<file path="config.mk">
export PLATFORM = sky130hd
export DESIGN_NAME = hier_fanout_node
export DESIGN_NICKNAME = d
export VERILOG_FILES = /design/src/rtl/hier_fanout_node.sv
export SDC_FILE = /design/constraint.sdc
export NUM_CORES = 1
export LEC_CHECK = 0
export BUFFER_PORTS_ARGS = -buffer_cell sky130_fd_sc_hd__buf_2
export CORE_ASPECT_RATIO = 0.7
export CORE_UTILIZATION = 43
export DETAILED_ROUTE_END_ITERATION = 6
export GPL_ROUTABILITY_DRIVEN = 0
export PLACE_DENSITY = 0.89
export SLEW_MARGIN = 20
export SYNTH_ARGS = -nofsm -noshare
export SYNTH_HDL_FRONTEND = slang
export SYNTH_SLANG_ARGS = --single-unit
export TNS_END_PERCENT = 30
</file>
<file path="constraint.sdc">
create_clock -name clk -period 4.7 [get_ports clk]
set_input_delay 1.175 -clock clk [delete_from_list [all_inputs] [get_ports clk]]
set_output_delay 1.175 -clock clk [all_outputs]
set_load 0.01 [all_outputs]
</file>
<file path="src/rtl/hier_fanout_node.sv">
// -----------------------------------------------------------------------------
// hier_fanout_node
//
// Purpose:
//   Reusable node for generated multi-level module trees. A request from the
//   parent is issued either to one child (unicast, selected by req_idx) or to
//   every child (broadcast). Child responses are merged back to the parent via
//   a round-robin arbiter into a registered output slot. The number of child
//   transactions that have been issued but not yet answered is capped at
//   MAX_OUT.
//
// Ports:
//   clk, rst_n                      rising-edge clock, async active-low reset
//   req_valid/req_ready             parent request handshake
//   req_bcast, req_idx, req_data    request mode, unicast target, payload
//   child_req_valid/child_req_ready per-child request handshake
//   child_req_data                  shared request payload (registered)
//   child_rsp_valid/child_rsp_ready per-child response handshake
//   child_rsp_data                  packed child payloads, child i at
//                                   [i*DATA_W +: DATA_W]
//   rsp_valid/rsp_ready             parent response handshake (registered)
//   rsp_data, rsp_idx               response payload and source child id
//   outstanding                     current outstanding child transactions
//   err_pulse                       one-cycle strobe: bad unicast index or
//                                   unsolicited child response
// -----------------------------------------------------------------------------
module hier_fanout_node #(
    parameter  int NUM_CHILDREN = 5,
    parameter  int DATA_W       = 32,
    parameter  int MAX_OUT      = 8,
    localparam int IDX_W        = (NUM_CHILDREN > 1) ? $clog2(NUM_CHILDREN) : 1,
    localparam int CNT_W        = $clog2(MAX_OUT + 1)
) (
    input  logic                           clk,
    input  logic                           rst_n,

    input  logic                           req_valid,
    output logic                           req_ready,
    input  logic                           req_bcast,
    input  logic [IDX_W-1:0]               req_idx,
    input  logic [DATA_W-1:0]              req_data,

    output logic [NUM_CHILDREN-1:0]        child_req_valid,
    input  logic [NUM_CHILDREN-1:0]        child_req_ready,
    output logic [DATA_W-1:0]              child_req_data,

    input  logic [NUM_CHILDREN-1:0]        child_rsp_valid,
    output logic [NUM_CHILDREN-1:0]        child_rsp_ready,
    input  logic [NUM_CHILDREN*DATA_W-1:0] child_rsp_data,

    output logic                           rsp_valid,
    input  logic                           rsp_ready,
    output logic [DATA_W-1:0]              rsp_data,
    output logic [IDX_W-1:0]               rsp_idx,

    output logic [CNT_W-1:0]               outstanding,
    output logic                           err_pulse
);

    // One extra bit so that outstanding + NUM_CHILDREN never wraps.
    localparam int SUM_W = CNT_W + 1;
    localparam logic [SUM_W-1:0] NC_S  = SUM_W'(NUM_CHILDREN);
    localparam logic [SUM_W-1:0] MAX_S = SUM_W'(MAX_OUT);
    localparam logic [IDX_W:0]   NC_I  = (IDX_W + 1)'(NUM_CHILDREN);
    localparam logic [NUM_CHILDREN-1:0] ONE_HOT0 = {{(NUM_CHILDREN - 1){1'b0}}, 1'b1};

    typedef enum logic [1:0] {
        IDLE,
        UNI,
        BCAST
    } state_t;

    state_t                  state;
    state_t                  state_nxt;
    logic [NUM_CHILDREN-1:0] pending;
    logic [NUM_CHILDREN-1:0] pending_nxt;
    logic [DATA_W-1:0]       req_data_q;

    logic                    req_hs;
    logic                    idx_ok;
    logic                    bad_req;
    logic [NUM_CHILDREN-1:0] req_hs_vec;
    logic [SUM_W-1:0]        inc;

    logic [IDX_W-1:0]        ptr;
    logic [IDX_W:0]          cand;
    logic [NUM_CHILDREN-1:0] grant;
    logic [IDX_W-1:0]        winner;
    logic                    found;
    logic                    slot_free;
    logic                    rsp_hs;
    logic [DATA_W-1:0]       sel_data;
    logic                    unsolicited;
    logic                    dec;
    logic [SUM_W-1:0]        cnt_nxt;

    // ---------------- Request side ----------------
    // A broadcast could add NUM_CHILDREN transactions, so admission always
    // reserves room for the worst case regardless of request type.
    assign req_ready  = (state == IDLE) && (({1'b0, outstanding} + NC_S) <= MAX_S);
    assign req_hs     = req_valid && req_ready;
    assign idx_ok     = ({1'b0, req_idx} < NC_I);
    assign bad_req    = req_hs && !req_bcast && !idx_ok;

    assign child_req_valid = pending;
    assign child_req_data  = req_data_q;
    assign req_hs_vec      = pending & child_req_ready;

    always_comb begin
        state_nxt   = state;
        pending_nxt = pending;
        case (state)
            IDLE: begin
                if (req_hs) begin
                    if (req_bcast) begin
                        state_nxt   = BCAST;
                        pending_nxt = '1;
                    end else if (idx_ok) begin
                        state_nxt   = UNI;
                        pending_nxt = ONE_HOT0 << req_idx;
                    end
                end
            end
            UNI, BCAST: begin
                pending_nxt = pending & ~req_hs_vec;
                if (pending_nxt == '0) begin
                    state_nxt = IDLE;
                end
            end
            default: begin
                state_nxt   = IDLE;
                pending_nxt = '0;
            end
        endcase
    end

    always_comb begin
        inc = '0;
        for (int i = 0; i < NUM_CHILDREN; i++) begin
            inc = inc + SUM_W'(req_hs_vec[i]);
        end
    end

    // ---------------- Response arbiter ----------------
    // Walk the children starting at the pointer; cand is kept in range by a
    // single conditional subtract since ptr + k < 2*NUM_CHILDREN.
    always_comb begin
        grant  = '0;
        winner = '0;
        found  = 1'b0;
        cand   = '0;
        for (int k = 0; k < NUM_CHILDREN; k++) begin
            cand = {1'b0, ptr} + (IDX_W + 1)'(k);
            if (cand >= NC_I) begin
                cand = cand - NC_I;
            end
            if (!found && child_rsp_valid[cand[IDX_W-1:0]]) begin
                found                    = 1'b1;
                winner                   = cand[IDX_W-1:0];
                grant[cand[IDX_W-1:0]]   = 1'b1;
            end
        end
    end

    always_comb begin
        sel_data = '0;
        for (int i = 0; i < NUM_CHILDREN; i++) begin
            if (grant[i]) begin
                sel_data = child_rsp_data[i*DATA_W +: DATA_W];
            end
        end
    end

    assign slot_free       = !rsp_valid || rsp_ready;
    assign rsp_hs          = slot_free && found;
    assign child_rsp_ready = slot_free ? grant : '0;

    // A response with nothing outstanding is still forwarded; only the
    // counter decrement is suppressed so it cannot underflow.
    assign unsolicited = rsp_hs && (outstanding == '0);
    assign dec         = rsp_hs && !unsolicited;
    assign cnt_nxt     = {1'b0, outstanding} + inc - SUM_W'(dec);

    // ---------------- State registers ----------------
    always_ff @(posedge clk or negedge rst_n) begin
        if (!rst_n) begin
            state       <= IDLE;
            pending     <= '0;
            outstanding <= '0;
            err_pulse   <= 1'b0;
            ptr         <= '0;
            rsp_valid   <= 1'b0;
            rsp_data    <= '0;
            rsp_idx     <= '0;
        end else begin
            state       <= state_nxt;
            pending     <= pending_nxt;
            outstanding <= cnt_nxt[CNT_W-1:0];
            err_pulse   <= bad_req || unsolicited;
            if (rsp_hs) begin
                rsp_valid <= 1'b1;
                rsp_data  <= sel_data;
                rsp_idx   <= winner;
                ptr       <= (winner == IDX_W'(NUM_CHILDREN - 1)) ? '0 : winner + IDX_W'(1);
            end else if (rsp_ready) begin
                rsp_valid <= 1'b0;
            end
        end
    end

    // Payload register: only written on an accepted parent request, which
    // cannot happen while any child request is pending.
    always_ff @(posedge clk) begin
        if (req_hs) begin
            req_data_q <= req_data;
        end
    end

endmodule

</file>
* After elaboration in Yosys (flattened, before gate mapping)
Index checks and enable logic that the tools add are counted.
W data, S select, Z words.
** Storage, ports and cells
- Flip-flop bits (word level) :: 83
- Input port bits :: 210
- Output and inout bits :: 84
- Word-level logic and storage cells :: 148
** Operators by class
- Add/sub/neg operators :: 17
- $lt $le $gt $ge :: 17
- Equality and inequality tests :: 6
- Shift-type cells :: 1
- Multiplexer cells :: 58
- Bitwise operators :: 7
- Reductions and logical operators :: 33
** Operators with widths (number)
- $mux W32 :: 5
- $mux W5 :: 9
- $mux W3 :: 11
- $lt A3 B4 Y1 const B :: 5
- $or A5 B5 Y5 :: 4
- $mux W1 :: 17
- $ge A4 B3 Y1 const B :: 4
- $logic_and A1 B1 Y1 :: 16
- $bmux W1 S3 :: 5
- $demux W1 S3 :: 5
- $ge A3 B1 Y1 const B :: 5
- $sub A3 B3 Y3 const B :: 5
- $and A5 B5 Y5 :: 2
- $pmux W5 S2 :: 1
- $add A3 B2 Y4 const B :: 2
- $logic_not A1 Y1 :: 8
- $mux W2 :: 4
- $add A4 B3 Y5 const B :: 1
- $le A5 B4 Y1 const B :: 1
- $logic_not A5 Y1 :: 1
- $not A5 Y5 :: 1
- $shl A1 B3 Y5 const A :: 1
- $add A3 B1 Y4 :: 1
- $add A3 B1 Y4 const B :: 1
- other kinds (22) :: 24

* Logic depth before layout (Yosys ltp)
- Depth after elaboration :: 22
- Gate-level depth with buffers :: 21
- Mapped depth without buffers :: 19

* Least setup slack after synthesis
OpenSTA, ideal clock, no wires.
- Path type :: flip-flop to flip-flop
- Start point :: register ptr[0]
- End point :: register outstanding[2]
- Library setup time :: 0.123 ns
- Arrival time :: 4.996 ns
- Required time :: 4.577 ns
- Slack :: -0.418 ns
- Stages on the path, launching flop included :: 21
- Buffers on the path :: 1
- Period minus slack after synthesis :: 5.118 ns
- Path through :: dfrtp_1 > inv_2 > ha_1 > inv_1 > fa_1 > or4b_1 > o41ai_1 > nor3_2 > nor2_2 > a211oi_4 > a31oi_4 > clkbuf_1 > a21boi_0 > ha_1 > fa_1 > fa_1 > inv_1 > ha_1 > inv_1 > fa_1 > xnor2_1
** On the way
- Cells in the longest elaborated chain, start to end :: 22
- Elaborated cells between the ends (all ways) :: 47
- Those cells by class :: add/sub (10); order compare (5); mux (20); reduce/logical (12)
** RTL lines
- start: declaration :: RTL line 85 : logic [IDX_W-1:0] ptr;
- start signal: assignment :: RTL line 204 : ptr <= (winner == IDX_W'(NUM_CHILDREN - 1)) ? '0 : winner + IDX_W'(1);
- parallel branches: the longest is 16 deep, another holds $add A3 B1 Y4
- $mux W1 (*) :: RTL line 157 : if (!found && child_rsp_valid[cand[IDX_W-1:0]]) begin
- $logic_and A1 B1 Y1 (*) :: RTL line 175 : assign rsp_hs = slot_free && found;
- $logic_and A1 B1 Y1 :: RTL line 180 : assign unsolicited = rsp_hs && (outstanding == '0);
- $logic_not A1 Y1 :: RTL line 181 : assign dec = rsp_hs && !unsolicited;
- $logic_and A1 B1 Y1 (*) :: RTL line 181
- $sub A4 B1 Y4 (*) :: RTL line 182 : assign cnt_nxt = {1'b0, outstanding} + inc - SUM_W'(dec);
- named net cnt_nxt[2] :: RTL line 95 : logic [SUM_W-1:0] cnt_nxt;
- end signal: assignment :: RTL line 198 : outstanding <= cnt_nxt[CNT_W-1:0];
- end: declaration :: RTL line 56 : output logic [CNT_W-1:0] outstanding,
Mark *: on every way through the listed nets, which the timed path passes. The select of a mux whose other input is x is not followed.
A chain may end at the register's enable or synchronous reset.

* Worst setup path in the final report
- Start point :: register ptr[0]
- End point :: register outstanding[1]
Same word-level chain as after synthesis.

==> flow_summary.json <==
{
  "final_antenna_net_count": 0,
  "diodes": 0,
  "worstMarginPinSlew_ns": 0.7405,
  "grt.total_usage": 0.3112,
  "grt_pass1_vias": 6140,
  "syn_avg_cell_area_um2": 10.31,
  "outcome": "finished with violations",
  "timing_hold_violations_final": 0,
  "dieArea_mm2": 0.01429,
  "core-area_mm2": 0.01331,
  "ys_types": 84,
  "nNetsFinal": 1124,
  "dp_cells": 1057,
  "port-buffer-count": 293,
  "dr.pass1.iters": 7,
  "violations": "negative setup slack",
  "pre_cts_ws_ns": -0.08017,
  "holdWs_ns": 0.4954,
  "dr_total_vias": 6546,
  "drive_gt1_frac": 0.4541,
  "crit_buf_inv": 7,
  "cts_root_buf": "clkbuf_16",
  "antenna_found_initial": 0,
  "drtIter0Drc": 618,
  "synth_edf_count": 32,
  "die_y_um": 100.3,
  "yosys.area_share.xor_xnor": 0.01601,
  "fmax_mhz": 209.7,
  "worstSetupPathDepth": 20,
  "clk_pin_slew_ns": 0.07,
  "grt_max_degree": 52,
  "hold_depth": 1,
  "arrival_ns": 4.99,
  "synth_simple_gate_area_frac": 0.1374,
  "worstSetupPathType": "flop to flop",
  "pin_count": 294,
  "synth.area.mux_share": 0.01812,
  "yosys.area_share.adder": 0.05773,
  "setup_viol_count_final": 4,
  "clockBufferDepth": 2,
  "area_growth_pct": 38.52,
  "critPathMaxFanout": 5,
  "syn_nets": 811,
  "endpoint_kind": "flop",
  "yosys_warnings": 0,
  "hpwl_um": 16940,
  "synthCells": 576,
  "cts_tree": "done",
  "ys_seq_area_frac": 0.3767,
  "crit_path_top_delay_cell": "fa_2",
  "final.setup.tns_ns": -0.1038,
  "rows": 35,
  "h-tree-depth": 3,
  "wl_per_cell_um": 21.28,
  "stdcell_count": 1079,
  "crit_family": "adder cells",
  "fin_skew_ns": 0.01161,
  "hold_path.class": "flop to flop",
  "synth-async-reset-ratio": 0.6145,
  "fillers": 1113,
  "fin_crit_ns": 4.770,
  "syn-cell-area_mm2": 0.005938,
  "grt_setup_unrepaired": "true",
  "finalWirelength_um": 22960,
  "relSlewSlack": 0.5011,
  "slew_violations": 0,
  "cts.sink_count": 83,
  "cts-hold-fix-buffers": 0,
  "maxCapViolCount": 0,
  "die_w_um": 142.5,
  "required_ns": 4.92,
  "synth_top_flop_cell": "dfrtp_1",
  "startpoint_type": "flop",
  "ys_seq_elements": 83,
  "grt_pass1_wl_um": 33670,
  "clkLatencyLatePin_ns": 0.34,
  "fin_ws_ns": -0.06966,
  "vias_per_cell": 6.067,
  "overflow": 0,
  "start_util": 0.4461,
  "reg2regPathDepth": 20,
  "synth_top_family_by_area": "compound AO/OA/AOI/OAI gates",
  "post-route-period-util": 1.015,
  "route.detailed.drc": 0,
  "critPathMaxStageDelay_ns": 0.52,
  "synth_compound_area_frac": 0.3378,
  "cp_cell_sequence": "inv_4 -> ha_4 -> inv_2 -> fa_2 -> buf_4 -> o41ai_2 -> nor3_2 -> nor2_2 -> a211oi_4 -> buf_4 -> a31oi_4 -> a21boi_2 -> ha_1 -> fa_1 -> fa_1 -> inv_1 -> ha_2 -> inv_2 -> fa_2 -> inv_1",
  "cts-buffers-inserted": 9
}
[layout make-up]
cell class              count  area (um2)  area share
multi-input cells         421        3477      0.4227
inverters                  38       147.6     0.01795
well taps                 185       231.5     0.02814
flip-flops and latches     83        2240      0.2723
clock buffers              10       229.0     0.02784
repair buffers            336        1810      0.2201
clock inverters             6       90.09     0.01095
[registers in the layout, indices dropped and copies added, names as in the netlist]
register / flops
rsp_data: 32
state: 2
outstanding: 4
ptr: 3
rsp_idx: 3
child_req_valid: 5
rsp_valid: 1
child_req_data: 32
err_pulse: 1
[routing by layer]
layer	track usage	vias up	wire [um]
met2	0.4876	468	10500
met3	0.08492	84	2640
li1	-	2876	-
met1	0.4112	3118	9093
met5	0	-	0
met4	0.1166	0	733
[per-stage QoR]
stage / cell area [um2] / utilization
finish: 8225 / 0.6179
global route: 8225 / 0.6179
CTS: 8140 / 0.6115
detailed placement: 7792 / 0.5853
global placement: 7792 / 0.5853
floorplan: 5998 / -
[synthesized netlist by cell type (3+ instances only)]
cell type,count,area share
or2b_1,4,0.0051
xnor2_1,7,0.010
nor3_2,3,0.0051
nor2_1,19,0.012
nand2_1,34,0.021
a32o_1,3,0.0051
inv_1,36,0.023
a221o_1,31,0.052
ha_1,21,0.044
nor3_1,6,0.0051
a21oi_1,17,0.014
o221ai_1,3,0.0044
buf_6,5,0.0095
o211ai_2,3,0.0063
nor2b_1,6,0.0063
o22a_1,32,0.047
o221a_1,3,0.0057
buf_2,15,0.013
dfrtp_1,51,0.21
o22ai_1,3,0.0032
a32oi_1,4,0.0059
clkbuf_1,12,0.0076
o21a_1,6,0.0076
fa_1,4,0.013
edfxtp_1,32,0.16
a21o_1,35,0.044
o2111a_1,31,0.059
mux2i_1,7,0.012
nand2b_1,32,0.034
nand3_1,14,0.012
o21ai_0,22,0.019
a31oi_1,5,0.0053
nand4_1,4,0.0042
and2_1,4,0.0042
and3_1,4,0.0042
[logic make-up after synthesis]
logic type	Yosys count
AOI/OAI and AO/OA	229
adders and majority gates	25
buffers and inverters	72
DFF	83
and+or+nand+nor	147
muxes	10
xor gates and xnor gates	10
[path summary, 6_finish.rpt]
path	startpoint	endpoint	slack [ns]
worst max-delay path	ptr[0]$_DFFE_PN0P_	outstanding[1]$_DFF_PN0_	-0.07
worst min-delay path	rsp_idx[1]$_DFFE_PN0P_	rsp_idx[1]$_DFFE_PN0P_	0.50
worst max register to register	ptr[0]$_DFFE_PN0P_	outstanding[1]$_DFF_PN0_	-0.07
worst min register to register	rsp_idx[1]$_DFFE_PN0P_	rsp_idx[1]$_DFFE_PN0P_	0.50
max in group asynchronous	rst_n	rsp_data[30]$_DFFE_PN0P_	3.27
min in group asynchronous	rst_n	ptr[2]$_DFFE_PN0P_	0.95
[placed cells by master, fill, tap and decap left out, types with 5 or more instances in the layout]
cell,n
nor3_1,6
inv_1,31
o21ai_0,21
buf_4,42
buf_2,292
o21a_1,6
dfrtp_1,49
o22a_1,32
a221o_1,31
nor2_1,18
nand2b_1,32
inv_2,5
a21oi_1,17
a21o_1,35
edfxtp_1,32
xnor2_1,7
o2111a_1,31
a31oi_1,5
nor2b_1,5
nand3_1,14
mux2i_1,6
ha_1,17
clkbuf_16,9
nand2_1,34
[timing repair]
action                                  4_1_cts  5_1_grt
setup buffers                                 1        5
gates resized for setup                       6       12
pin swaps                                     3        5
endpoints found under the setup margin        5        8
endpoints found under the hold margin         0        0
Power is left out: the tool's default activity adds up to more than one toggle a clock period on the data nets, which glitch-free logic cannot reach.
